$ cat src/rtl/commit_retire_unit_pkg.sv
// ============================================================================
// Module  : commit_retire_unit_pkg
// Brief   : Shared types and default sizes for the commit/retire unit.
// Revision: 1.0
// ============================================================================
`default_nettype none

package commit_retire_unit_pkg;

   localparam int unsigned C_COMMIT_WIDTH      = 2;
   localparam int unsigned C_PHY_REG_NUM_WIDTH = 7;
   localparam int unsigned C_LOG_REG_NUM_WIDTH = 5;
   localparam int unsigned C_PC_WIDTH          = 32;
   localparam int unsigned C_COUNT_WIDTH       = 32;

   typedef enum logic [1:0] {
      NORMAL       = 2'd0,
      RECOVER_WAIT = 2'd1,
      HALTED       = 2'd2
   } phase_t;

   typedef struct packed {
      logic                           valid;
      logic                           executed;
      logic                           writeReg;
      logic [C_PHY_REG_NUM_WIDTH-1:0] phyPrevDst;
      logic [C_LOG_REG_NUM_WIDTH-1:0] logDst;
      logic                           isLoad;
      logic                           isStore;
      logic                           isEnv;
      logic                           undefined;
      logic                           last;
      logic [C_PC_WIDTH-1:0]          pc;
   } commit_head_entry_t;

   // A one-slot head still needs a one-bit index.
   function automatic int unsigned idx_width(input int unsigned n);
      return (n > 1) ? $clog2(n) : 1;
   endfunction

endpackage

`default_nettype wire

$ cat src/rtl/commit_retire_unit_selector.sv
// ============================================================================
// Module  : commit_retire_unit_selector
// Brief   : Combinational retire-prefix selection with stop conditions.
// Revision: 1.0
// ============================================================================
`default_nettype none

module commit_retire_unit_selector
   import commit_retire_unit_pkg::*;
#(
   parameter int unsigned COMMIT_WIDTH = C_COMMIT_WIDTH,
   parameter int unsigned IDX_W        = idx_width(C_COMMIT_WIDTH)
) (
   input  logic                    i_enable,
   input  logic [COMMIT_WIDTH-1:0] i_valid,
   input  logic [COMMIT_WIDTH-1:0] i_executed,
   input  logic [COMMIT_WIDTH-1:0] i_env,
   input  logic [COMMIT_WIDTH-1:0] i_undefined,
   input  logic [COMMIT_WIDTH-1:0] i_last,
   output logic [COMMIT_WIDTH-1:0] o_pop,
   output logic                    o_undef_valid,
   output logic [IDX_W-1:0]        o_undef_idx,
   output logic                    o_last_retired,
   output logic                    o_protocol_err
);

   logic [COMMIT_WIDTH-1:0] w_pop_raw;
   logic [COMMIT_WIDTH-1:0] w_valid_inc;
   logic [IDX_W-1:0]        w_undef_idx_raw;
   logic                    w_undef_hit;
   logic                    w_last_hit;
   logic                    w_stop;
   logic                    w_contig;
   logic                    w_go;

   // A thermometer mask plus one has no bits in common with the mask.
   assign w_valid_inc = i_valid + COMMIT_WIDTH'(1);
   assign w_contig    = ((i_valid & w_valid_inc) == '0);
   assign w_go        = i_enable && w_contig;

   always_comb begin
      w_stop          = 1'b0;
      w_pop_raw       = '0;
      w_undef_hit     = 1'b0;
      w_undef_idx_raw = '0;
      w_last_hit      = 1'b0;
      for (int i = 0; i < COMMIT_WIDTH; i++) begin
         if (!w_stop) begin
            if (!(i_valid[i] && i_executed[i]) || (i_env[i] && (i != 0))) begin
               w_stop = 1'b1;
            end else begin
               w_pop_raw[i] = 1'b1;
               if (i_undefined[i]) begin
                  w_undef_hit     = 1'b1;
                  w_undef_idx_raw = IDX_W'(i);
               end
               if (i_last[i]) begin
                  w_last_hit = 1'b1;
               end
               if (i_env[i] || i_undefined[i] || i_last[i]) begin
                  w_stop = 1'b1;
               end
            end
         end
      end
   end

   assign o_pop          = w_go ? w_pop_raw : '0;
   assign o_undef_valid  = w_go && w_undef_hit;
   assign o_undef_idx    = w_undef_idx_raw;
   assign o_last_retired = w_go && w_last_hit;
   assign o_protocol_err = !w_contig;

endmodule

`default_nettype wire

$ cat src/rtl/commit_retire_unit.sv
// ============================================================================
// Module  : commit_retire_unit
// Brief   : In-order retirement at the active-list head; perf counters are
//           built only when COMMIT_RETIRE_PERF_COUNTER_EN is defined.
// Revision: 1.0
// ============================================================================
`default_nettype none

module commit_retire_unit
   import commit_retire_unit_pkg::*;
#(
   parameter int unsigned COMMIT_WIDTH      = C_COMMIT_WIDTH,
   parameter int unsigned PHY_REG_NUM_WIDTH = C_PHY_REG_NUM_WIDTH,
   parameter int unsigned LOG_REG_NUM_WIDTH = C_LOG_REG_NUM_WIDTH,
   parameter int unsigned PC_WIDTH          = C_PC_WIDTH,
   parameter int unsigned COUNT_WIDTH       = C_COUNT_WIDTH
) (
   input  logic                                    clk,
   input  logic                                    rst,
   input  logic [COMMIT_WIDTH-1:0]                 i_head_valid,
   input  logic [COMMIT_WIDTH-1:0]                 i_head_executed,
   input  logic [COMMIT_WIDTH-1:0]                 i_head_write_reg,
   input  logic [COMMIT_WIDTH*PHY_REG_NUM_WIDTH-1:0] i_head_phy_prev_dst,
   input  logic [COMMIT_WIDTH*LOG_REG_NUM_WIDTH-1:0] i_head_log_dst,
   input  logic [COMMIT_WIDTH-1:0]                 i_head_is_load,
   input  logic [COMMIT_WIDTH-1:0]                 i_head_is_store,
   input  logic [COMMIT_WIDTH-1:0]                 i_head_is_env,
   input  logic [COMMIT_WIDTH-1:0]                 i_head_undefined,
   input  logic [COMMIT_WIDTH-1:0]                 i_head_last,
   input  logic [COMMIT_WIDTH*PC_WIDTH-1:0]        i_head_pc,
   input  logic                                    i_recover_done,
   output logic [COMMIT_WIDTH-1:0]                 o_pop_head,
   output logic [COMMIT_WIDTH-1:0]                 o_free_reg_valid,
   output logic [COMMIT_WIDTH*PHY_REG_NUM_WIDTH-1:0] o_free_reg_num,
   output logic [COMMIT_WIDTH-1:0]                 o_release_load_queue,
   output logic [COMMIT_WIDTH-1:0]                 o_commit_store,
   output logic                                    o_recover_req,
   output logic [PC_WIDTH-1:0]                     o_recovered_pc,
   output logic                                    o_halted,
   output logic [COUNT_WIDTH-1:0]                  o_committed_count,
   output logic [COUNT_WIDTH-1:0]                  o_head_stall_count
);

   localparam int unsigned C_IDX_W = idx_width(COMMIT_WIDTH);

   phase_t                  r_phase;
   logic                    r_recover_req;
   logic [PC_WIDTH-1:0]     r_recovered_pc;
   logic                    r_halted;

   commit_head_entry_t      w_entry [COMMIT_WIDTH];
   logic [COMMIT_WIDTH-1:0] w_valid;
   logic [COMMIT_WIDTH-1:0] w_executed;
   logic [COMMIT_WIDTH-1:0] w_env;
   logic [COMMIT_WIDTH-1:0] w_undefined;
   logic [COMMIT_WIDTH-1:0] w_last;
   logic [COMMIT_WIDTH-1:0] w_unused_log_dst;
   logic [COMMIT_WIDTH-1:0] w_pop;
   logic [C_IDX_W-1:0]      w_undef_idx;
   logic                    w_undef_valid;
   logic                    w_last_retired;
   logic                    w_protocol_err;
   logic                    w_enable;

   generate
      for (genvar g = 0; g < COMMIT_WIDTH; g++) begin : g_slot
         assign w_entry[g].valid      = i_head_valid[g];
         assign w_entry[g].executed   = i_head_executed[g];
         assign w_entry[g].writeReg   = i_head_write_reg[g];
         assign w_entry[g].phyPrevDst = i_head_phy_prev_dst[g*PHY_REG_NUM_WIDTH +: PHY_REG_NUM_WIDTH];
         assign w_entry[g].logDst     = i_head_log_dst[g*LOG_REG_NUM_WIDTH +: LOG_REG_NUM_WIDTH];
         assign w_entry[g].isLoad     = i_head_is_load[g];
         assign w_entry[g].isStore    = i_head_is_store[g];
         assign w_entry[g].isEnv      = i_head_is_env[g];
         assign w_entry[g].undefined  = i_head_undefined[g];
         assign w_entry[g].last       = i_head_last[g];
         assign w_entry[g].pc         = i_head_pc[g*PC_WIDTH +: PC_WIDTH];

         assign w_valid[g]     = w_entry[g].valid;
         assign w_executed[g]  = w_entry[g].executed;
         assign w_env[g]       = w_entry[g].isEnv;
         assign w_undefined[g] = w_entry[g].undefined;
         assign w_last[g]      = w_entry[g].last;
         // Logical destination is carried for trace only.
         assign w_unused_log_dst[g] = ^w_entry[g].logDst;

         assign o_free_reg_valid[g]     = w_pop[g] && w_entry[g].writeReg && !w_entry[g].undefined;
         assign o_free_reg_num[g*PHY_REG_NUM_WIDTH +: PHY_REG_NUM_WIDTH] = w_entry[g].phyPrevDst;
         assign o_release_load_queue[g] = w_pop[g] && w_entry[g].isLoad;
         assign o_commit_store[g]       = w_pop[g] && w_entry[g].isStore && !w_entry[g].undefined;
      end
   endgenerate

   assign w_enable = (r_phase == NORMAL) && !rst;

   commit_retire_unit_selector #(
      .COMMIT_WIDTH (COMMIT_WIDTH),
      .IDX_W        (C_IDX_W)
   ) u_selector (
      .i_enable       (w_enable),
      .i_valid        (w_valid),
      .i_executed     (w_executed),
      .i_env          (w_env),
      .i_undefined    (w_undefined),
      .i_last         (w_last),
      .o_pop          (w_pop),
      .o_undef_valid  (w_undef_valid),
      .o_undef_idx    (w_undef_idx),
      .o_last_retired (w_last_retired),
      .o_protocol_err (w_protocol_err)
   );

   assign o_pop_head = w_pop;

   // Undefined wins over last on the same entry: recovery is checked first.
   always_ff @(posedge clk or posedge rst) begin
      if (rst) begin
         r_phase        <= NORMAL;
         r_recover_req  <= 1'b0;
         r_recovered_pc <= '0;
         r_halted       <= 1'b0;
      end else begin
         r_recover_req <= 1'b0;
         case (r_phase)
            NORMAL: begin
               if (w_undef_valid) begin
                  r_phase        <= RECOVER_WAIT;
                  r_recover_req  <= 1'b1;
                  r_recovered_pc <= w_entry[w_undef_idx].pc;
               end else if (w_last_retired) begin
                  r_phase  <= HALTED;
                  r_halted <= 1'b1;
               end
            end
            RECOVER_WAIT: begin
               if (i_recover_done) begin
                  r_phase <= NORMAL;
               end
            end
            HALTED: begin
               r_phase <= HALTED;
            end
            default: begin
               r_phase <= NORMAL;
            end
         endcase
      end
   end

   assign o_recover_req  = r_recover_req;
   assign o_recovered_pc = r_recovered_pc;
   assign o_halted       = r_halted;

   always @(posedge clk) begin
      if (!rst) begin
         assert (!w_protocol_err);
      end
   end

`ifdef COMMIT_RETIRE_PERF_COUNTER_EN
   logic [COUNT_WIDTH-1:0] r_committed_count;
   logic [COUNT_WIDTH-1:0] r_head_stall_count;
   logic [COUNT_WIDTH-1:0] w_pop_count;

   always_comb begin
      w_pop_count = '0;
      for (int i = 0; i < COMMIT_WIDTH; i++) begin
         w_pop_count = w_pop_count + COUNT_WIDTH'(w_pop[i]);
      end
   end

   always_ff @(posedge clk or posedge rst) begin
      if (rst) begin
         r_committed_count  <= '0;
         r_head_stall_count <= '0;
      end else begin
         r_committed_count <= r_committed_count + w_pop_count;
         if ((r_phase == NORMAL) && w_valid[0] && !w_executed[0]) begin
            r_head_stall_count <= r_head_stall_count + COUNT_WIDTH'(1);
         end
      end
   end

   assign o_committed_count  = r_committed_count;
   assign o_head_stall_count = r_head_stall_count;
`else
   assign o_committed_count  = '0;
   assign o_head_stall_count = '0;
`endif

endmodule

`default_nettype wire
$ cat config.mk
export PLATFORM = sky130hd
export DESIGN_NAME = commit_retire_unit
export DESIGN_NICKNAME = d
export VERILOG_FILES = /design/src/rtl/commit_retire_unit_pkg.sv /design/src/rtl/commit_retire_unit_selector.sv /design/src/rtl/commit_retire_unit.sv
export SDC_FILE = /design/constraint.sdc
export NUM_CORES = 1
export LEC_CHECK = 0
export ABC_AREA = 1
export ABC_CLOCK_PERIOD_IN_PS = 5500
export BUFFER_PORTS_ARGS = -buffer_cell sky130_fd_sc_hd__buf_2
export CAP_MARGIN = 20
export CORE_AREA = 2 2 107 68
export DETAILED_ROUTE_END_ITERATION = 8
export DIE_AREA = 0 0 109 70
export GPL_TIMING_DRIVEN = 0
export PLACE_DENSITY = 0.83
export SYNTH_ARGS = -nofsm -noshare
export SYNTH_HDL_FRONTEND = slang
export SYNTH_SLANG_ARGS = --single-unit
$ cat constraint.sdc
create_clock -name clk -period 5.5 [get_ports clk]
set_clock_uncertainty 0.2 [all_clocks]
set_input_delay 0.275 -clock clk [delete_from_list [all_inputs] [get_ports clk]]
set_output_delay 0.275 -clock clk [all_outputs]
set_load 0.1 [all_outputs]
# --- Word level (Yosys, flattened, before mapping) ---
# Index checks and enable logic that the tools add are counted.
# Widths: inputs -> output; s select.
totals:
  elab_cells: 69
  inputBits: 107
  output_inout_bits: 120
  register_bits: 36
classes:
  bitwise_logic: 3
  addsub: 1
  order_cmp: 1
  eq_ne: 4
  reduce_logical: 28
  mux: 28
op_table:
  columns: ["operator", "n"]
  rows:
  - ["$mux 32", 3]
  - ["$mux 1", 20]
  - ["$logic_and 1x1->1", 16]
  - ["$mux 2", 4]
  - ["$pmux 2 s3", 1]
  - ["$logic_not 1->1", 4]
  - ["$logic_not 2->1", 2]
  - ["$reduce_and 2->1", 2]
  - ["$logic_or 1x1->1", 3]
  - ["$ne 3x1->1 const B", 1]
  - ["$reduce_and 3->1", 1]
  - ["$add 2x1->2 const B", 1]
  - ["$and 2x2->2", 1]
  - ["$eq 2x1->1 const B", 1]
  - ["$eq 2x2->1 const B", 1]
  - ["$ge 2x2->1 const B", 1]
  - ["$ne 2x2->1 const B", 1]
  - ["$not 1->2", 1]
  - ["$not 1->1", 1]

# --- Longest topological paths before layout ---
# Gate-level depths: netlist of run 1.
logic_depth:
  depth_word: 9
  depth_mapped: 10
  ltp_nobuf: 9

# --- Hierarchy ---
# Synthesis of run 1 repeated with hierarchy kept, for this count alone.
unflattened:
  hier_cells: 373
  hier_area_um2: 2583.7
by_module_without_submodules:
  columns: ["mod", "instances", "seq_area_each_um2", "area_each_um2", "cells_each"]
  rows:
  - ["commit_retire_unit", 1, 900.9, 2446.1, 349]
  - ["commit_retire_unit_selector", 1, 0.0, 137.6, 24]

# --- Worst setup path before layout of run 1 ---
# OpenSTA, ideal clock, no wires.
synth_timing:
  kind: "in2out"
  from: "input port rst"
  to: "output port o_commit_store[1]"
  required_time_ns: 5.025
  stages: 6
  path_buffers: 0
  arrival_ns: 3.659
  setup_slack_ns: 1.366
  cell_sequence: "inv_1 -> nand3_1 -> inv_1 -> nand2_1 -> or2_1 -> nor2_1"
synth_between:
  elab_chain_len: 6
synth_rtl:
  columns: ["item", "line", "text"]
  rows:
  - ["start: declaration", "commit_retire_unit.sv:19", "input logic rst,"]
  - ["$logic_not 1->1", null, null]
  - ["$logic_and 1x1->1", "commit_retire_unit.sv:94", "assign w_enable = (r_phase == NORMAL) && !rst;"]
  - ["$logic_and 1x1->1", "commit_retire_unit_selector.sv:39", "assign w_go = i_enable && w_contig;"]
  - ["$mux 2", "commit_retire_unit_selector.sv:68", "assign o_pop = w_go ? w_pop_raw : '0;"]
  - ["$logic_and 1x1->1 (2 in a row)", "commit_retire_unit.sv:90", "assign o_commit_store[g] = w_pop[g] && w_entry[g].isStore && !w_entry[g].undefined;"]
  - ["end: declaration", "commit_retire_unit.sv:36", "output logic [COMMIT_WIDTH-1:0] o_commit_store,"]
# Every way passes these cells.

# --- Worst setup path in the final report of run 1 ---
# Ends and elaborated chain as after synthesis.

==> impl_summary.md, run 1 <==
Hold path
The class of the worst hold path is in -> reg.

Die
The starting density of the core is 0.381. In this run the standard cell core region covers 6820 um2. The floorplan has 24 rows.

From bottom edge to top edge, the die measures 70 um. The floorplan die area is 7630 um2. The boundary pin count is 227. The horizontal die dimension is 109 um.

Logic synthesis
In this run the mean area of a mapped cell was 6.97 um2. The sequential fraction of the synthesis area is 0.347. Yosys mapped a number of flops with a built-in enable equal to 0.

The number of distinct library cells after synthesis is 23. The total standard cell area after synthesis is 2590 um2. Counting flops and latches in the post-synthesis netlist gives 36.

The most used flip-flop cell after synthesis is sky130_fd_sc_hd__dfrtp_1. The warning count from the yosys run is 0. The number of cells produced by synthesis is 372. The proportion of register bits with asynchronous set or reset after synthesis is 1.00.

Setup path
The critical path endpoint category is a primary output. The classification of the worst setup path is in -> out. For the worst setup path, the data arrival time is 2.80 ns. The largest fanout on the critical path is 37. Data on the critical path is required at its endpoint by 5.03 ns. The category of the worst setup path launch point is a primary input.

Power and ir drop
In this run the static leakage power is 2.50 nW. The internal cell power is 693 uW. The clock network fraction of total power is 0.090. Of the total power, registers draw 0.210. The power density normalized to cell area is 570 nW/um2. The share of total power dissipated in combinational logic is 0.700. The net switching share of the total power is 0.675. The peak ir drop on the vdd network is 0.441 mV.

The total net switching power is 1.44 mW.

Drt
The DRC violation count after routing is 0. Using the TritonRoute via totals, the vias-per-cell ratio works out to 3.88. The remaining antenna violation count after routing is 0. The number of vias in the routed layout is 2610. The number of DRC markers in iteration 0 is 115. The first detailed-routing pass ran for 4 iterations. After detailed routing, the total wire length is 6820 um. The routed wire length per instance is 10.1 um.

Clock network
The clock tree from TritonCTS is built. The maximum buffer depth of the clock tree is 2. Buffers added to address setup during post-CTS repair amount to 0. In this run, post-CTS repair resized a total of 0 instances. The cts-stage hold buffer count is 1. The TritonCTS sink count is 36. The clock buffer count from CTS is 5. The clock reaches the later pin of the worst-skew pair after 0.27 ns. After clock tree synthesis, the clock-pin slew on the worst setup and hold paths is 0.07 ns. Clock tree synthesis selected as its root buffer the cell sky130_fd_sc_hd__clkbuf_8.

The clock tree synthesis step divided the H-tree into 2 levels.

Layout
The number of diodes added for antenna fixing is 0. The sequential cells in the finished layout cover a total of 901 um2. The layout-stage area growth over the synthesis result is 44.1%. After the flow finishes, the layout carries non-filler instances totaling 673.

The filler cells instantiated in the layout total 685. In the final layout, the share of cells above drive strength 1 is 0.438. The final layout contains 688 nets. The most frequent standard cell in the layout excluding fill and tap cells is sky130_fd_sc_hd__nand2_1.

The combined area of the multi-input logic cells is 1180 um2. The library cells used most frequently in the layout, excluding fill and tap cells, are sky130_fd_sc_hd__nand2_1 (195), sky130_fd_sc_hd__buf_2 (144), sky130_fd_sc_hd__buf_4 (81). The post-route core utilization is 0.548.

Global routing
The initial antenna violation count is 0. The total routing resource utilization after global routing is 0.181. The first global-routing pass estimated 11000 um of wire. The pin count of the biggest net entering global routing is 38. The number of global-route vias before repair is 2474.

The final global-route overflow total is 0.

Timing
The share of the clock period used by the worst path is 0.596. Subtracting the final worst setup slack from the clock period gives 3.28 ns. For the pin with the worst max-slew slack, the measured transition is 0.771 ns. Setup repair after global routing left no endpoint under its margin. The count of endpoints failing hold in the final timing report is 0. The worst pin sits at a relative slew slack of 0.485.

The count of endpoints failing setup in the final report is 0. For the final routed database, the setup TNS stands at 0 ns. Static timing analysis puts the maximum clock frequency at 305 MHz. The number of pins with negative max-slew slack in the final report is 0.

Place
Summed over all nets, the half-perimeter wirelength after detailed placement is 5560 um. Routability-driven placement finished with a final weighted congestion of 0.777. Once placement completed, the tool counted placed cells totaling 664. The number of input and output port buffers inserted is 138.

Run status
The run finished with clean final reports.

Job
The number of max-cap violations is 0.
[layer usage]
layer,track usage,up-vias,part of all wire
li1,-,1375,-
met1,0.223,1149,0.42
met2,0.324,82,0.51
met3,0.0392,4,0.063
met4,0.0370,0,0.0054
met5,0,-,0
[cells by family after synthesis]
logic type,share of synthesized area
flops,0.347
buf+inv,0.288
other cells,0.00145
simple gates,0.356
compound gates,0.00820
[power by group through the flow]
stage	Combinational [mW]	Clock, mW	Sequential, mW
final	1.49	0.191	0.448
after global routing	1.54	0.211	0.463
after CTS	1.49	0.200	0.448
after detailed placement	1.49	0	0.448
after global placement	1.48	0	0.447
after floorplan	0.419	0	1.31
[worst max-delay path, cell delays in order]
cell	delay [ns]
sky130_fd_sc_hd__dlygate4sd3_1	0.53
sky130_fd_sc_hd__buf_2	0.13
sky130_fd_sc_hd__inv_2	0.55
sky130_fd_sc_hd__nand3_1	0.25
sky130_fd_sc_hd__inv_1	0.21
sky130_fd_sc_hd__nand2_1	0.10
sky130_fd_sc_hd__or2_1	0.23
sky130_fd_sc_hd__nor2_1	0.09
sky130_fd_sc_hd__buf_2	0.43
[state kept, by name, indices dropped and copies added, names as in the netlist]
signal,cells
o_recover_req,1
r_phase,2
o_recovered_pc,32
o_halted,1
[final cells by class]
class | instances | share of cell area
multi-input combinational | 291 | 0.317
sequential | 36 | 0.241
timing repair buffer | 139 | 0.187
buffer | 90 | 0.181
tap | 91 | 0.0305
clock buffer | 6 | 0.0221
inverter | 18 | 0.0187
clock inverter | 2 | 0.00268
[path summary, 6_finish.rpt]
kind	slack [ns]	start	end	cells after the start
setup / recovery	2.22	rst	o_commit_store[1]	9
hold / removal	0.08	i_head_pc[16]	o_recovered_pc[16]	5
setup reg to reg	3.79	r_phase[0]	o_recovered_pc[7]	7
min in group asynchronous	0.50	rst	o_recovered_pc[3]	3
max in group asynchronous	4.11	rst	o_recovered_pc[12]	3
hold reg to reg	0.28	o_recovered_pc[20]	o_recovered_pc[20]	2
[Yosys cell counts, types with 2 or more instances]
library cell / instances / area (um2)
sky130_fd_sc_hd__dfrtp_1: 36 / 901
sky130_fd_sc_hd__buf_6: 2 / 22.5
sky130_fd_sc_hd__buf_2: 6 / 30.0
sky130_fd_sc_hd__buf_4: 81 / 608
sky130_fd_sc_hd__nand2_1: 195 / 732
sky130_fd_sc_hd__inv_1: 16 / 60.1
sky130_fd_sc_hd__nor2_1: 9 / 33.8
sky130_fd_sc_hd__nand2_2: 10 / 62.6
sky130_fd_sc_hd__nor2_2: 3 / 18.8
[stage by stage]
stage	power (mW)	cell area, um2	hold WS, ns	setup WS, ns
2_1_floorplan	1.73	2830	0.251	1.37
3_3_place_gp	1.93	3630	0.247	2.21
3_5_place_dp	1.94	3630	0.259	2.69
4_1_cts	2.14	3740	0.0670	2.12
5_1_grt	2.22	3740	0.0878	1.86
6_report	2.13	3740	0.0772	2.22
Note: power is estimated with default switching activity, not from simulation.
==> run 2, diff against run 1 <==
--- a/config.mk
+++ b/config.mk
@@ -6,14 +6,14 @@
 export NUM_CORES = 1
 export LEC_CHECK = 0
 export ABC_AREA = 1
-export ABC_CLOCK_PERIOD_IN_PS = 5500
+export ABC_CLOCK_PERIOD_IN_PS = 2800
 export BUFFER_PORTS_ARGS = -buffer_cell sky130_fd_sc_hd__buf_2
 export CAP_MARGIN = 20
-export CORE_AREA = 2 2 107 68
+export CORE_AREA = 2 2 115 72
 export DETAILED_ROUTE_END_ITERATION = 8
-export DIE_AREA = 0 0 109 70
+export DIE_AREA = 0 0 117 74
 export GPL_TIMING_DRIVEN = 0
-export PLACE_DENSITY = 0.83
+export PLACE_DENSITY = 0.77
 export SYNTH_ARGS = -nofsm -noshare
 export SYNTH_HDL_FRONTEND = slang
 export SYNTH_SLANG_ARGS = --single-unit
==> constraint.sdc (replaced) <==
create_clock -name clk -period 2.8 [get_ports clk]
set_clock_uncertainty 0.2 [all_clocks]
set_input_delay 0.14 -clock clk [delete_from_list [all_inputs] [get_ports clk]]
set_output_delay 0.14 -clock clk [all_outputs]
set_load 0.1 [all_outputs]
==> run 2 against run 1 <==
Compared with the run above: clock power rose to 3.5 times the previous value; register-to-register slack got worse by 2.7 ns; flip-flop and latch count did not move; sequential power rose by 99%; via count rose by 10%; global-route usage fell by 0.62 points; first-iteration DRC count fell by 4.3%; total power rose by 110%; sequential share of layout area fell by 4.2 points; non-clock buffer count rose by 64; final cell count rose by 12%.
==> impl_summary.md, run 2 (synthesized netlist as in run 1, its figures left out) <==
Run status
The run finished with clean final reports.

Place
The half-perimeter wire length after detailed placement was 5470 um (-1.6%). The placed standard-cell area came to 3690 um2 (+1.5%). The post-placement setup slack was 0.0503 ns (-2.64 ns). The weighted congestion reported at the end of routability-driven placement is 0.752 (-3.3%). The number of input and output port buffers inserted is 138 (unchanged).

Die
The starting density of the core is 0.338 (-0.0421). The floorplan die area is 8660 um2 (+13%). The horizontal die dimension was 117 um (+7.3%).

The boundary pin count came to 227 (unchanged). The total number of placement rows is 25 (+4.2%). The height of the chip is 74 um (+5.7%). The area of the core was 7660 um2 (+12%).

Clock network
TritonCTS built the clock tree. The maximum buffer depth of the clock tree is 2 (unchanged). The clock buffer count from CTS is 5 (unchanged). The TritonCTS sink count was 36 (unchanged). The post-CTS setup buffer count is 0 (unchanged). The cell chosen for the clock root is sky130_fd_sc_hd__clkbuf_16. The clock transition time at the flip-flop clock pins of the worst setup and hold paths is 0.05 ns (-0.02 ns). The insertion delay to the later sink of the worst-skew pair is 0.27 ns (about the same).

The number of H-tree levels came to 2 (unchanged).

Drt
The total wirelength of the detailed-routed design is 7830 um (+15%). The detailed-routing wirelength on met1 is 3250 um (+13%). The number of DRC markers in iteration 0 is 110 (-4.3%).

The routed wire length per instance is 10.4 um (+2.4%). The total length of routed met3 wires was 470 um (+8.8%). The highest layer touched by signal routing is met4. The iteration count of the initial detailed-routing pass was 4 (unchanged). The DRC violation count after routing is 0 (unchanged). The remaining antenna violation count after routing came to 0 (unchanged). The total met2 wirelength after detailed routing is 4070 um (+17%). The detail-routed via count per cell was 3.81 (-1.7%).

The number of vias in the routed layout is 2873 (+10%).

Setup path
The critical path goes through dlygate4sd3_1 > buf_2 > clkinvlp_4 > nand3_1 > clkinvlp_4 > nand2_1 > or2_1 > nor2_4 > buf_2. The critical path's largest stage delay was 0.53 ns (-0.02 ns). The largest fanout on the critical path came to 5 (-86%). The data arrival time of the worst path is 2.15 ns (-0.65 ns). The required time at the endpoint of the critical path is 2.46 ns (-2.57 ns).

STA classifies the critical path endpoint as a primary output. The worst setup path is launched from a primary input. The slowest stage of the critical path belongs to the cell sky130_fd_sc_hd__dlygate4sd3_1. The classification of the worst setup path is in -> out.

Job
The number of max-cap violations came to 0 (unchanged).

Timing
The worst path setup slack after routing is 0.314 ns (-1.91 ns). The routed design could run at a clock period as short as 2.49 ns. The share of the clock period used by the worst path is 0.888. The highest achievable clock rate is 402 MHz.

The count of endpoints failing setup in the final report is 0 (unchanged). The count of endpoints failing hold in the final timing report is 0 (unchanged). The number of pins with negative max-slew slack in the final report is 0 (unchanged). The setup TNS is 0 ns (unchanged). Setup repair after global routing left no endpoint under its margin.

Global routing
The number of global-route vias before repair is 2701 (+9.2%). The pin count of the biggest net entering global routing came to 37 (-2.6%). The final global-route overflow total is 0 (unchanged). The initial antenna violation count is 0 (unchanged). The first-pass GRT wire length is 11900 um (+8.2%). The total routing resource utilization after global routing was 0.175 (-0.00621).

Layout
The number of diodes added for antenna fixing came to 0 (unchanged). The number of fill cells is 668 (-2.5%). The post-route core utilization was 0.592 (+0.0434). The layout cell share with drive strength beyond 1 is 0.406 (-0.0326).

The number of flip-flops in the largest register came to 32 (unchanged). The final instance area is 4530 um2 (+21%). The area growth from synthesis to layout is 74.8%.

In the layout the commonest cells are sky130_fd_sc_hd__nand2_1 (195), sky130_fd_sc_hd__buf_2 (144), sky130_fd_sc_hd__buf_4 (81). The most frequent standard cell in the layout excluding fill and tap cells is sky130_fd_sc_hd__nand2_1. The post-layout net count came to 752 (+9.3%).

Hold path
The class of the worst hold path is in -> reg.

Power and ir drop
The static leakage was 2.80 nW (+12%). The power density normalized to cell area is 1010 nW/um2 (+77%). The peak ir drop on the vdd network is 0.960 mV (+120%).
-- run 2: cell types whose count changed in the layout (fill, tap and decap cells not counted), moves of 3 or more --
cell / previous run / this run
sky130_fd_sc_hd__clkbuf_16: 0 / 5
sky130_fd_sc_hd__clkbuf_8: 6 / 2
sky130_fd_sc_hd__dlygate4sd3_1: 1 / 64
sky130_fd_sc_hd__nor2_1: 9 / 4
sky130_fd_sc_hd__nor2_4: 0 / 3
-- run 2: worst max-delay path: cells and delay by family --
kind	cells	cell delay (ns)
AND/OR/NAND/NOR	4	0.67
buffers and inverters	5	1.33
-- run 2: area by class of cell --
cell class	count	area, um2	share of cell area
sequential	36	901	0.199
inverter	18	77.6	0.0171
timing repair buffer	203	1350	0.298
buffer	90	676	0.149
clock inverter	1	30.0	0.00662
clock buffer	7	153	0.0337
tap	108	135	0.0298
multi-input combinational	291	1210	0.267
-- run 2: what timing repair did --
action | in CTS | in global routing
hold buffers | 65 | 0
hold endpoints to repair | 68 | 0
gates resized for setup | 0 | 0
-- run 2: worst paths after layout --
check / startpoint / end / slack (ns) / cells after the start
worst max register to register: r_phase[0] / o_recovered_pc[27] / 1.08 / 7
worst min register to register: o_halted / o_halted / 0.26 / 2
max in group asynchronous: rst / o_recovered_pc[17] / 1.93 / 4
worst min-delay path: i_head_pc[32] / o_recovered_pc[0] / 0.03 / 5
worst max-delay path: rst / o_free_reg_valid[1] / 0.31 / 9
min in group asynchronous: rst / o_recovered_pc[5] / 0.29 / 4
-- run 2: power breakdown --
part	switching, mW	internal, mW
sequential	0.133	0.760
combinational	2.54	0.468
clock	0.197	0.468
total	2.87	1.70
-- run 2: per-stage QoR --
step           power [mW]  hold WS (ns)  cells
3_3_place_gp         3.80         0.139    681
5_1_grt              4.75        0.0480    754
3_5_place_dp         3.82         0.154    681
4_1_cts              4.58        0.0273    754
6_report             4.57        0.0295    754
2_1_floorplan        3.41        -0.102    435
-- run 2: per-layer routing --
layer / global-route usage / vias up
met4: 0.0314 / 0
met2: 0.337 / 96
met1: 0.203 / 1266
met5: 0 / -
li1: - / 1506
met3: 0.0383 / 5
==> run 3, diff against run 2 <==
--- a/config.mk
+++ b/config.mk
@@ -6,14 +6,14 @@
 export NUM_CORES = 1
 export LEC_CHECK = 0
 export ABC_AREA = 1
-export ABC_CLOCK_PERIOD_IN_PS = 2800
+export ABC_CLOCK_PERIOD_IN_PS = 2300
 export BUFFER_PORTS_ARGS = -buffer_cell sky130_fd_sc_hd__buf_2
 export CAP_MARGIN = 20
-export CORE_AREA = 2 2 115 72
+export CORE_AREA = 2 2 109 69
 export DETAILED_ROUTE_END_ITERATION = 8
-export DIE_AREA = 0 0 117 74
+export DIE_AREA = 0 0 111 71
 export GPL_TIMING_DRIVEN = 0
-export PLACE_DENSITY = 0.77
+export PLACE_DENSITY = 0.8
 export SYNTH_ARGS = -nofsm -noshare
 export SYNTH_HDL_FRONTEND = slang
 export SYNTH_SLANG_ARGS = --single-unit
==> constraint.sdc (replaced) <==
create_clock -name clk -period 2.3 [get_ports clk]
set_clock_uncertainty 0.2 [all_clocks]
set_input_delay 0.115 -clock clk [delete_from_list [all_inputs] [get_ports clk]]
set_output_delay 0.115 -clock clk [all_outputs]
set_load 0.1 [all_outputs]
==> run 3 against run 2 <==
Compared with the run above: count of clock-buffer cells in the layout shrank 1; die area shrank 9.0%; via count increased by 3.7%; combinational power increased by 23%; register-to-register slack got worse by 0.51 ns; first-iteration DRC count up 34%; final cell count shrank 1.9%; sequential power increased by 21%; worst setup slack lost 0.23 ns; critical endpoint unchanged.
==> impl_summary.md, run 3 (synthesized netlist as in run 1, its figures left out) <==
Place
The number of input and output port buffers inserted was 138 (unchanged). The half-perimeter wire length after detailed placement is 5770 um (+5.5%). The weighted congestion reported at the end of routability-driven placement came to 0.785 (+4.4%).

The post-placement setup slack is -0.145 ns (-0.195 ns). The placed standard-cell area was 3700 um2 (+0.34%).

Die
The total number of placement rows is 24 (-4.0%). The floorplan die area is 7880 um2 (-9.0%). The area of the core is 6940 um2 (-9.5%).

The horizontal die dimension came to 111 um (-5.1%). The height of the chip is 71 um (-4.1%). The boundary pin count was 227 (unchanged). The starting density of the core is 0.374 (+0.0355).

Drt
The total wirelength of the detailed-routed design is 8540 um (+9.2%). The number of DRC markers in iteration 0 is 147 (+34%). The DRC violation count after routing came to 0 (unchanged). The number of vias in the routed layout is 2979 (+3.7%). The detail-routed via count per cell is 4.03 (+5.7%).

The iteration count of the initial detailed-routing pass is 4 (unchanged). The routed wire length per instance is 11.5 um (+11%). The remaining antenna violation count after routing is 0 (unchanged).

Power and ir drop
The combinational fraction of design power is 0.668 (+0.009). The peak ir drop on the vdd network came to 1.28 mV (+33%). The total chip power is 5.52 mW (+21%). The net switching share of the total power was 0.637 (+0.00822). The register share of total power came to 0.196 (about the same). The internal cell power is 2.01 mW (+18%). The total net switching power is 3.52 mW (+23%). The power density normalized to cell area was 1210 nW/um2 (+20%). The static leakage came to 2.80 nW (about the same). The clock network fraction of total power is 0.136 (-0.010).

Timing
The post-route worst hold slack was 0.116 ns (+0.0864 ns). Setup repair after global routing left no endpoint under its margin. At the pin with the least slew margin, the transition time is 0.959 ns. The clock period could shrink to 2.21 ns.

The setup TNS came to 0 ns (unchanged). Headroom to the max-slew limit came out at 0.358. The count of endpoints failing hold in the final timing report is 0 (unchanged).

The share of the clock period used by the worst path is 0.962. Based on the critical path, the design can be clocked at up to 452 MHz. The number of pins with negative max-slew slack in the final report is 0 (unchanged). The count of endpoints failing setup in the final report was 0 (unchanged). The worst path setup slack after routing is 0.0876 ns (-0.226 ns).

Layout
The post-layout net count is 755 (+0.40%). In the layout the commonest cells are sky130_fd_sc_hd__nand2_1 (194), sky130_fd_sc_hd__buf_2 (142), sky130_fd_sc_hd__buf_4 (82). The layout-stage area growth over the synthesis result is 75.5%. The number of diodes added for antenna fixing was 0 (unchanged). The layout cell share with drive strength beyond 1 was 0.407 (+0.00121). The number of fill cells is 587 (-12%). The number of flip-flops in the largest register came to 32 (unchanged). The combined area of the multi-input logic cells is 1240 um2 (+2.5%). The final instance area came to 4550 um2 (+0.39%). The library cell used most frequently in the layout, excluding fill and tap cells, is sky130_fd_sc_hd__nand2_1. The register cell area after layout came to 901 um2 (unchanged).

Setup path
The category of the worst setup path launch point is a primary input. The required time at the endpoint of the critical path is 1.99 ns (-0.47 ns). STA classifies the critical path endpoint as a primary output.

The data arrival time of the worst path is 1.90 ns (-0.25 ns). The largest fanout on the critical path is 5 (unchanged). The classification of the worst setup path is in -> out.

Global routing
The initial antenna violation count is 0 (unchanged). The final global-route overflow total is 0 (unchanged). The global-route met3 utilization is 0.0463 (+0.00797). The met1 usage in global routing is 0.239 (+0.0358). The fraction of met2 tracks used by global routing is 0.406 (+0.0691). The total routing resource utilization after global routing was 0.211 (+0.0365). The first-pass GRT wire length is 13500 um (+13%).

The number of global-route vias before repair came to 3009 (+11%). The busiest metal layer after global routing is met2. The pin count of the biggest net entering global routing is 19 (-49%).

Clock network
The TritonCTS sink count is 36 (unchanged). The insertion delay to the later sink of the worst-skew pair is 0.27 ns (about the same). The maximum buffer depth of the clock tree was 2 (unchanged). The number of H-tree levels is 2 (unchanged). The clock buffer count from CTS is 5 (unchanged).

Clock tree synthesis selected as its root buffer the cell sky130_fd_sc_hd__clkbuf_16. The post-CTS setup buffer count is 0 (unchanged). TritonCTS built the clock tree. The clock transition time at the flip-flop clock pins of the worst setup and hold paths is 0.05 ns (about the same).

Run status
The flow ran to the end, and the final reports show no timing, DRC or antenna violations.

Hold path
The worst hold path belongs to the class in -> reg.

Job
The number of max-cap violations was 0 (unchanged).
[run 3: cell types whose count changed in the layout (fill, tap and decap cells not counted), sizes merged]
cell         before  now
clkbuf            7    6
clkinvlp          2    4
inv              16   15
buf             229  228
dlygate4sd3      64   67
clkinv            0    1
[run 3: area by class of cell]
class | instances | share of cell area
repair buffers | 205 | 0.301
plain buffers | 90 | 0.148
repair inverters | 1 | 0.00110
inverters | 18 | 0.0179
multi-input cells | 291 | 0.273
clock inverters | 2 | 0.00770
flip-flops and latches | 36 | 0.198
well taps | 91 | 0.0250
clock buffers | 6 | 0.0283
[run 3: final timing paths]
path                                       start             endpoint  slack (ns)  depth (start not counted)
worst max register to register        r_phase[0]   o_recovered_pc[27]        0.57                          7
worst max-delay path                         rst  o_free_reg_valid[1]        0.09                          9
worst min register to register          o_halted             o_halted        0.26                          2
max in group asynchronous                    rst    o_recovered_pc[2]        0.24                          4
worst min-delay path            i_head_is_env[1]             o_halted        0.12                          7
min in group asynchronous                    rst   o_recovered_pc[21]        0.37                          3
[run 3: what timing repair did]
| action | in CTS | in global routing |
|---|---|---|
| gates resized for setup | 2 | 1 |
| gates cloned | 1 | 0 |
| hold endpoints to repair | 69 | 0 |
| hold buffers | 67 | 0 |
| endpoints found under the setup margin | 2 | 1 |
[run 3: power by group through the flow]
stage / sequential (mW) / clock, mW / combinational [mW]
final: 1.08 / 0.750 / 3.69
after global routing: 1.12 / 0.790 / 3.81
after CTS: 1.08 / 0.765 / 3.67
after detailed placement: 1.08 / 0 / 3.58
after global placement: 1.07 / 0 / 3.56
after floorplan: 3.14 / 0 / 1.02
[run 3: worst max-delay path, cell delays in order]
cell and delay (ns):
sky130_fd_sc_hd__dlygate4sd3_1 0.53, sky130_fd_sc_hd__buf_2 0.17, sky130_fd_sc_hd__clkinvlp_4 0.10, sky130_fd_sc_hd__nand3_4 0.08
sky130_fd_sc_hd__clkinvlp_4 0.14, sky130_fd_sc_hd__nand2_4 0.08, sky130_fd_sc_hd__or2_1 0.29, sky130_fd_sc_hd__nor2_4 0.10
sky130_fd_sc_hd__buf_4 0.29
[run 3: per-stage QoR]
| stage | instances | utilization |
|---|---|---|
| 2_1_floorplan | 435 | - |
| 4_1_cts | 740 | 0.656 |
| 6_report | 740 | 0.656 |
| 5_1_grt | 740 | 0.656 |
| 3_3_place_gp | 664 | 0.534 |
| 3_5_place_dp | 664 | 0.534 |
[run 3: per-layer routing]
layer / share of wire / wire (um) / vias to the layer above
met5: 0 / 0 / -
met4: 0.014 / 123 / 0
met3: 0.058 / 494 / 12
met2: 0.54 / 4600 / 101
met1: 0.39 / 3330 / 1353
li1: - / - / 1513
